[config.mk]
export PLATFORM = sky130hd
export DESIGN_NAME = lut_seq_eval
export DESIGN_NICKNAME = d
export VERILOG_FILES = /design/src/rtl/lut_seq_eval.sv
export SDC_FILE = /design/constraint.sdc
export NUM_CORES = 1
export LEC_CHECK = 0
export CAP_MARGIN = 40
export CORE_ASPECT_RATIO = 1.4
export CORE_MARGIN = 2
export CORE_UTILIZATION = 53
export DETAILED_ROUTE_END_ITERATION = 12
export GPL_ROUTABILITY_DRIVEN = 0
export PLACE_DENSITY = 0.79
export SLEW_MARGIN = 20
export SYNTH_ARGS = -nofsm -noshare
export SYNTH_HDL_FRONTEND = slang
export SYNTH_SLANG_ARGS = --single-unit
[constraint.sdc]
create_clock -name clk -period 2.6 [get_ports clk]
set_clock_uncertainty 0.05 [all_clocks]
set_input_delay 0.26 -clock clk [delete_from_list [all_inputs] [get_ports clk]]
set_output_delay 0.26 -clock clk [all_outputs]
set_load 0.1 [all_outputs]
[src/rtl/lut_seq_eval.sv]
// -----------------------------------------------------------------------------
// lut_seq_eval
//
// Purpose: stores the truth table of an N-input Boolean function. The table is
// loaded serially, one bit per cycle with index 0 first. It is read back in two
// ways: single-vector evaluation, with a latency of one cycle, or a full sweep
// that streams every table entry in index order.
//
// Optional feature: when the macro LUT_MINTERM_COUNT_EN is defined, every
// completed sweep counts the 1s it streamed and registers that count on
// minterm_count. When the macro is undefined, minterm_count is tied to zero and
// no counter logic exists.
//
// Ports:
//   clk, rst_n                  rising-edge clock, asynchronous active-low reset
//   load_start                  begin (or restart) a table load
//   load_valid, load_bit        serial table bit, index 0 first
//   load_ready, load_done       accepting bits / pulse on the last accepted bit
//   eval_valid, eval_in         evaluate F(eval_in); eval_in[N-1] is the MSB (A)
//   eval_ready                  high only while idle
//   f_valid, f_out              result one cycle after an accepted evaluation
//   scan_start                  begin a full-table sweep
//   scan_valid, scan_idx,
//   scan_bit, scan_done         sweep stream; scan_done marks the last entry
//   minterm_count               number of 1s seen in the last completed sweep
// -----------------------------------------------------------------------------
module lut_seq_eval #(
  parameter int NUM_INPUTS = 4
) (
  input  logic                  clk,
  input  logic                  rst_n,
  input  logic                  load_start,
  input  logic                  load_valid,
  input  logic                  load_bit,
  output logic                  load_ready,
  output logic                  load_done,
  input  logic                  eval_valid,
  input  logic [NUM_INPUTS-1:0] eval_in,
  output logic                  eval_ready,
  output logic                  f_valid,
  output logic                  f_out,
  input  logic                  scan_start,
  output logic                  scan_valid,
  output logic [NUM_INPUTS-1:0] scan_idx,
  output logic                  scan_bit,
  output logic                  scan_done,
  output logic [NUM_INPUTS:0]   minterm_count
);

  localparam int TBL = 1 << NUM_INPUTS;
  // The last table index is all ones, so the pointers never need to wrap.
  localparam logic [NUM_INPUTS-1:0] LAST_IDX = '1;

  typedef enum logic [1:0] {
    IDLE = 2'd0,
    LOAD = 2'd1,
    SCAN = 2'd2
  } state_t;

  state_t                state_q, state_d;
  logic [TBL-1:0]        table_q, table_d;
  logic [NUM_INPUTS-1:0] ptr_q, ptr_d;
  logic [NUM_INPUTS-1:0] idx_q, idx_d;
  logic                  f_valid_q, f_valid_d;
  logic                  f_out_q, f_out_d;
  logic                  eval_ready_q, eval_ready_d;

  // Next-state logic and handshake outputs.
  always_comb begin
    state_d    = state_q;
    table_d    = table_q;
    ptr_d      = ptr_q;
    idx_d      = idx_q;
    f_valid_d  = 1'b0;
    f_out_d    = f_out_q;
    load_ready = 1'b0;
    load_done  = 1'b0;
    scan_valid = 1'b0;
    scan_done  = 1'b0;

    case (state_q)
      IDLE: begin
        // Fixed priority: a lower-priority request in the same cycle is dropped.
        if (load_start) begin
          state_d = LOAD;
          ptr_d   = '0;
        end else if (scan_start) begin
          state_d = SCAN;
          idx_d   = '0;
        end else if (eval_valid) begin
          f_valid_d = 1'b1;
          f_out_d   = table_q[eval_in];
        end
      end

      LOAD: begin
        load_ready = 1'b1;
        // A restart takes precedence over a bit presented in the same cycle.
        // Entries that were already written keep their values until they are
        // overwritten.
        if (load_start) begin
          ptr_d = '0;
        end else if (load_valid) begin
          table_d[ptr_q] = load_bit;
          if (ptr_q == LAST_IDX) begin
            load_done = 1'b1;
            state_d   = IDLE;
          end else begin
            ptr_d = ptr_q + 1'b1;
          end
        end
      end

      SCAN: begin
        scan_valid = 1'b1;
        if (idx_q == LAST_IDX) begin
          scan_done = 1'b1;
          state_d   = IDLE;
        end else begin
          idx_d = idx_q + 1'b1;
        end
      end

      default: state_d = IDLE;
    endcase

    // eval_ready is registered so that it reads 0 while reset is asserted,
    // even though the state register then already holds IDLE.
    eval_ready_d = (state_d == IDLE);
  end

  always_ff @(posedge clk or negedge rst_n) begin
    if (!rst_n) begin
      state_q      <= IDLE;
      table_q      <= '0;
      ptr_q        <= '0;
      idx_q        <= '0;
      f_valid_q    <= 1'b0;
      f_out_q      <= 1'b0;
      eval_ready_q <= 1'b0;
    end else begin
      state_q      <= state_d;
      table_q      <= table_d;
      ptr_q        <= ptr_d;
      idx_q        <= idx_d;
      f_valid_q    <= f_valid_d;
      f_out_q      <= f_out_d;
      eval_ready_q <= eval_ready_d;
    end
  end

  assign eval_ready = eval_ready_q;
  assign f_valid    = f_valid_q;
  assign f_out      = f_out_q;
  // Outside a sweep, the sweep data is forced to zero.
  assign scan_idx   = (state_q == SCAN) ? idx_q : '0;
  assign scan_bit   = (state_q == SCAN) ? table_q[idx_q] : 1'b0;

`ifdef LUT_MINTERM_COUNT_EN
  logic [NUM_INPUTS:0] ones_q, ones_d;
  logic [NUM_INPUTS:0] minterm_q, minterm_d;
  logic [NUM_INPUTS:0] ones_inc;

  // The running count includes the current entry, so the final entry is
  // counted in the same cycle that scan_done is high.
  assign ones_inc = ones_q + {{NUM_INPUTS{1'b0}}, scan_bit};

  always_comb begin
    ones_d    = ones_q;
    minterm_d = minterm_q;
    if (scan_valid) begin
      ones_d = ones_inc;
      if (scan_done) begin
        minterm_d = ones_inc;
        ones_d    = '0;
      end
    end
  end

  always_ff @(posedge clk or negedge rst_n) begin
    if (!rst_n) begin
      ones_q    <= '0;
      minterm_q <= '0;
    end else begin
      ones_q    <= ones_d;
      minterm_q <= minterm_d;
    end
  end

  assign minterm_count = minterm_q;
`else
  assign minterm_count = '0;
`endif

endmodule

==> flow_summary.json <==
{
  "ant_nets": 0,
  "design.final.nets": 199,
  "port-buffer-count": 22,
  "start_kind": "register",
  "clockBufferDepth": 2,
  "fin_crit_ns": 2.45,
  "final_common_cell": "dfrtp_1",
  "ctsHoldBuffers": 0,
  "rsz0062_at_grt": "no",
  "multi_input_area_um2": 927,
  "yosysWarnings": 0,
  "clkTransAtPathRegs_ns": 0.06,
  "hold_path_class": "primary input to async pin",
  "first_pass_iters": 4,
  "powerDensity_nw_per_um2": 638,
  "ioPinCount": 28,
  "post_drt_wl_per_cell_um": 16.3,
  "grt_pass1_vias": 1393,
  "syn2layout_area_growth_pct": 21.5,
  "drt_iter0_drc": 29,
  "seq_area_um2": 727,
  "clk_latency_ns": 0.27,
  "worstPathArrival_ns": 2.14,
  "finalCritPeriodShare": 0.941,
  "design_area_um2": 2100,
  "drcViolationCount": 0,
  "final_cell_mix": "dfrtp_1, nand2_1, mux2_2",
  "drive_gt1_frac": 0.257,
  "fin_tns_setup_ns": 0,
  "status": "complete, no violations",
  "grt_pass1_wl_um": 6240,
  "dieArea_um2": 3730,
  "clock-sinks": 29,
  "wl_um": 3630,
  "initial_core_util": 0.552,
  "fmax_mhz": 409,
  "timing.hold.ws_ns": 0.310,
  "peakVddDrop_uv": 445,
  "grt_use_total": 0.227,
  "cts_tree": "done",
  "rows": 24,
  "dp_hpwl_um": 2780,
  "p_leak_uw": 0.000973,
  "syn-cell-area_um2": 1730,
  "grt_antenna_before_repair": 0,
  "diodes": 0,
  "grt_start_max_net_pins": 30,
  "chipHeight_um": 71.5,
  "maxCapViolCount": 0,
  "critPathMaxFanout": 9,
  "ys_seq_elements": 29,
  "coreArea_um2": 3120,
  "setup_viol": 0,
  "globalRouteOverflowTotal": 0,
  "fillCellCount": 232,
  "seq_area_frac_synth": 0.421,
  "hold_violations": 0,
  "cts-buffers-inserted": 5,
  "die_w_um": 52.2,
  "synthCells": 161,
  "h-tree-depth": 2,
  "critical_path_class": "register to output pin",
  "cp.required_ns": 2.29,
  "slew_viol_final": 0,
  "syn_avg_cell_area_um2": 10.7,
  "dpl_cell_area_um2": 2010,
  "ys_types": 38,
  "finalPower_uw": 1340,
  "crit_path_end_kind": "output pin",
  "cts_root_buf": "clkbuf_8",
  "vias": 1297,
  "vias_per_cell": 5.84
}
-- sequential cells by signal, summed over array words and instances (netlist names) --
| name | flops |
|---|---|
| ptr_q | 4 |
| idx_q | 4 |
| f_valid | 1 |
| state_q | 2 |
| table_q | 16 |
| f_out | 1 |
| eval_ready | 1 |
-- layout make-up --
class / instances / area share
Tap cell: 39 / 0.0233
Sequential cell: 29 / 0.347
Timing Repair Buffer: 24 / 0.140
Clock buffer: 7 / 0.0412
Inverter: 4 / 0.00716
Multi-Input combinational cell: 119 / 0.442
-- cells by family (layout without fill, tap and decap cells) --
kind of cell / after synthesis / count (layout) / synth area share
fa+ha+maj: 5 / 5 / 0.0363
flops: 29 / 29 / 0.421
compound gates: 17 / 17 / 0.0638
other cells: 1 / 5 / 0.00217
mux: 27 / 27 / 0.226
simple gates: 65 / 65 / 0.199
buf+inv: 17 / 35 / 0.0529
-- metrics by stage --
stage	util	std cells	setup WS [ns]
3_3_place_gp	0.643	215	0.405
3_5_place_dp	0.643	215	0.353
2_1_floorplan	-	165	0.119
6_report	0.671	222	0.153
5_1_grt	0.671	222	0.0752
4_1_cts	0.671	222	0.0465
-- where the power goes --
group	internal (µW)	switching, µW
clock	209	160
sequential	533	114
combinational	163	158
total	906	433
-- synthesized netlist by cell type, drive strengths merged --
library cell,count,area share
a211oi,1,0.0044
a21o,1,0.0044
a21oi,3,0.0087
a221oi,1,0.0051
a31oi,2,0.0073
and2,5,0.019
and3,5,0.018
and3b,1,0.0051
and4b,1,0.0058
buf,7,0.031
clkbuf,6,0.013
conb,1,0.0022
dfrtp,29,0.42
ha,5,0.036
inv,4,0.0087
mux2,16,0.10
mux2i,4,0.023
mux4,7,0.098
nand2,20,0.044
nand2b,1,0.0036
nand3,9,0.026
nand3b,1,0.0044
nand4,4,0.015
nor2,7,0.015
nor2b,5,0.018
nor3,2,0.0058
nor3b,1,0.0073
nor4,1,0.0036
o2111ai,1,0.0051
o211ai,1,0.0044
o21ai,4,0.012
o31ai,3,0.013
or2,1,0.0036
or3b,1,0.0051
-- path summary, 6_finish.rpt --
kind	cells after the start	from	to	slack [ns]
setup / recovery	4	idx_q[0]	scan_bit	0.15
hold / removal	2	rst_n	f_valid	0.31
setup reg to reg	4	state_q[1]	table_q[13]	0.79
hold reg to reg	2	f_out	f_out	0.47
max in group asynchronous	2	rst_n	idx_q[0]	1.88
min in group clk	2	f_out	f_out	0.47
-- critical path: stages (launching register included) --
cell and delay, ns:
dfrtp_2 0.46, mux4_1 0.58, mux4_2 0.46, and2_1 0.19, buf_12 0.17
-- what timing repair did --
| item | in CTS | in global routing |
|---|---|---|
| gates resized for setup | 0 | 1 |
| setup endpoints to repair | 0 | 1 |
| buffers inserted | 0 | 0 |
-- metal layers --
layer | wire length, µm | up-vias | global-route usage
met5 | 0 | - | 0
met4 | 76 | 0 | 0.108
met3 | 135 | 8 | 0.0604
met2 | 2020 | 32 | 0.411
met1 | 1390 | 640 | 0.237
li1 | - | 617 | -
No activity file was read; power rests on OpenSTA's default activity.
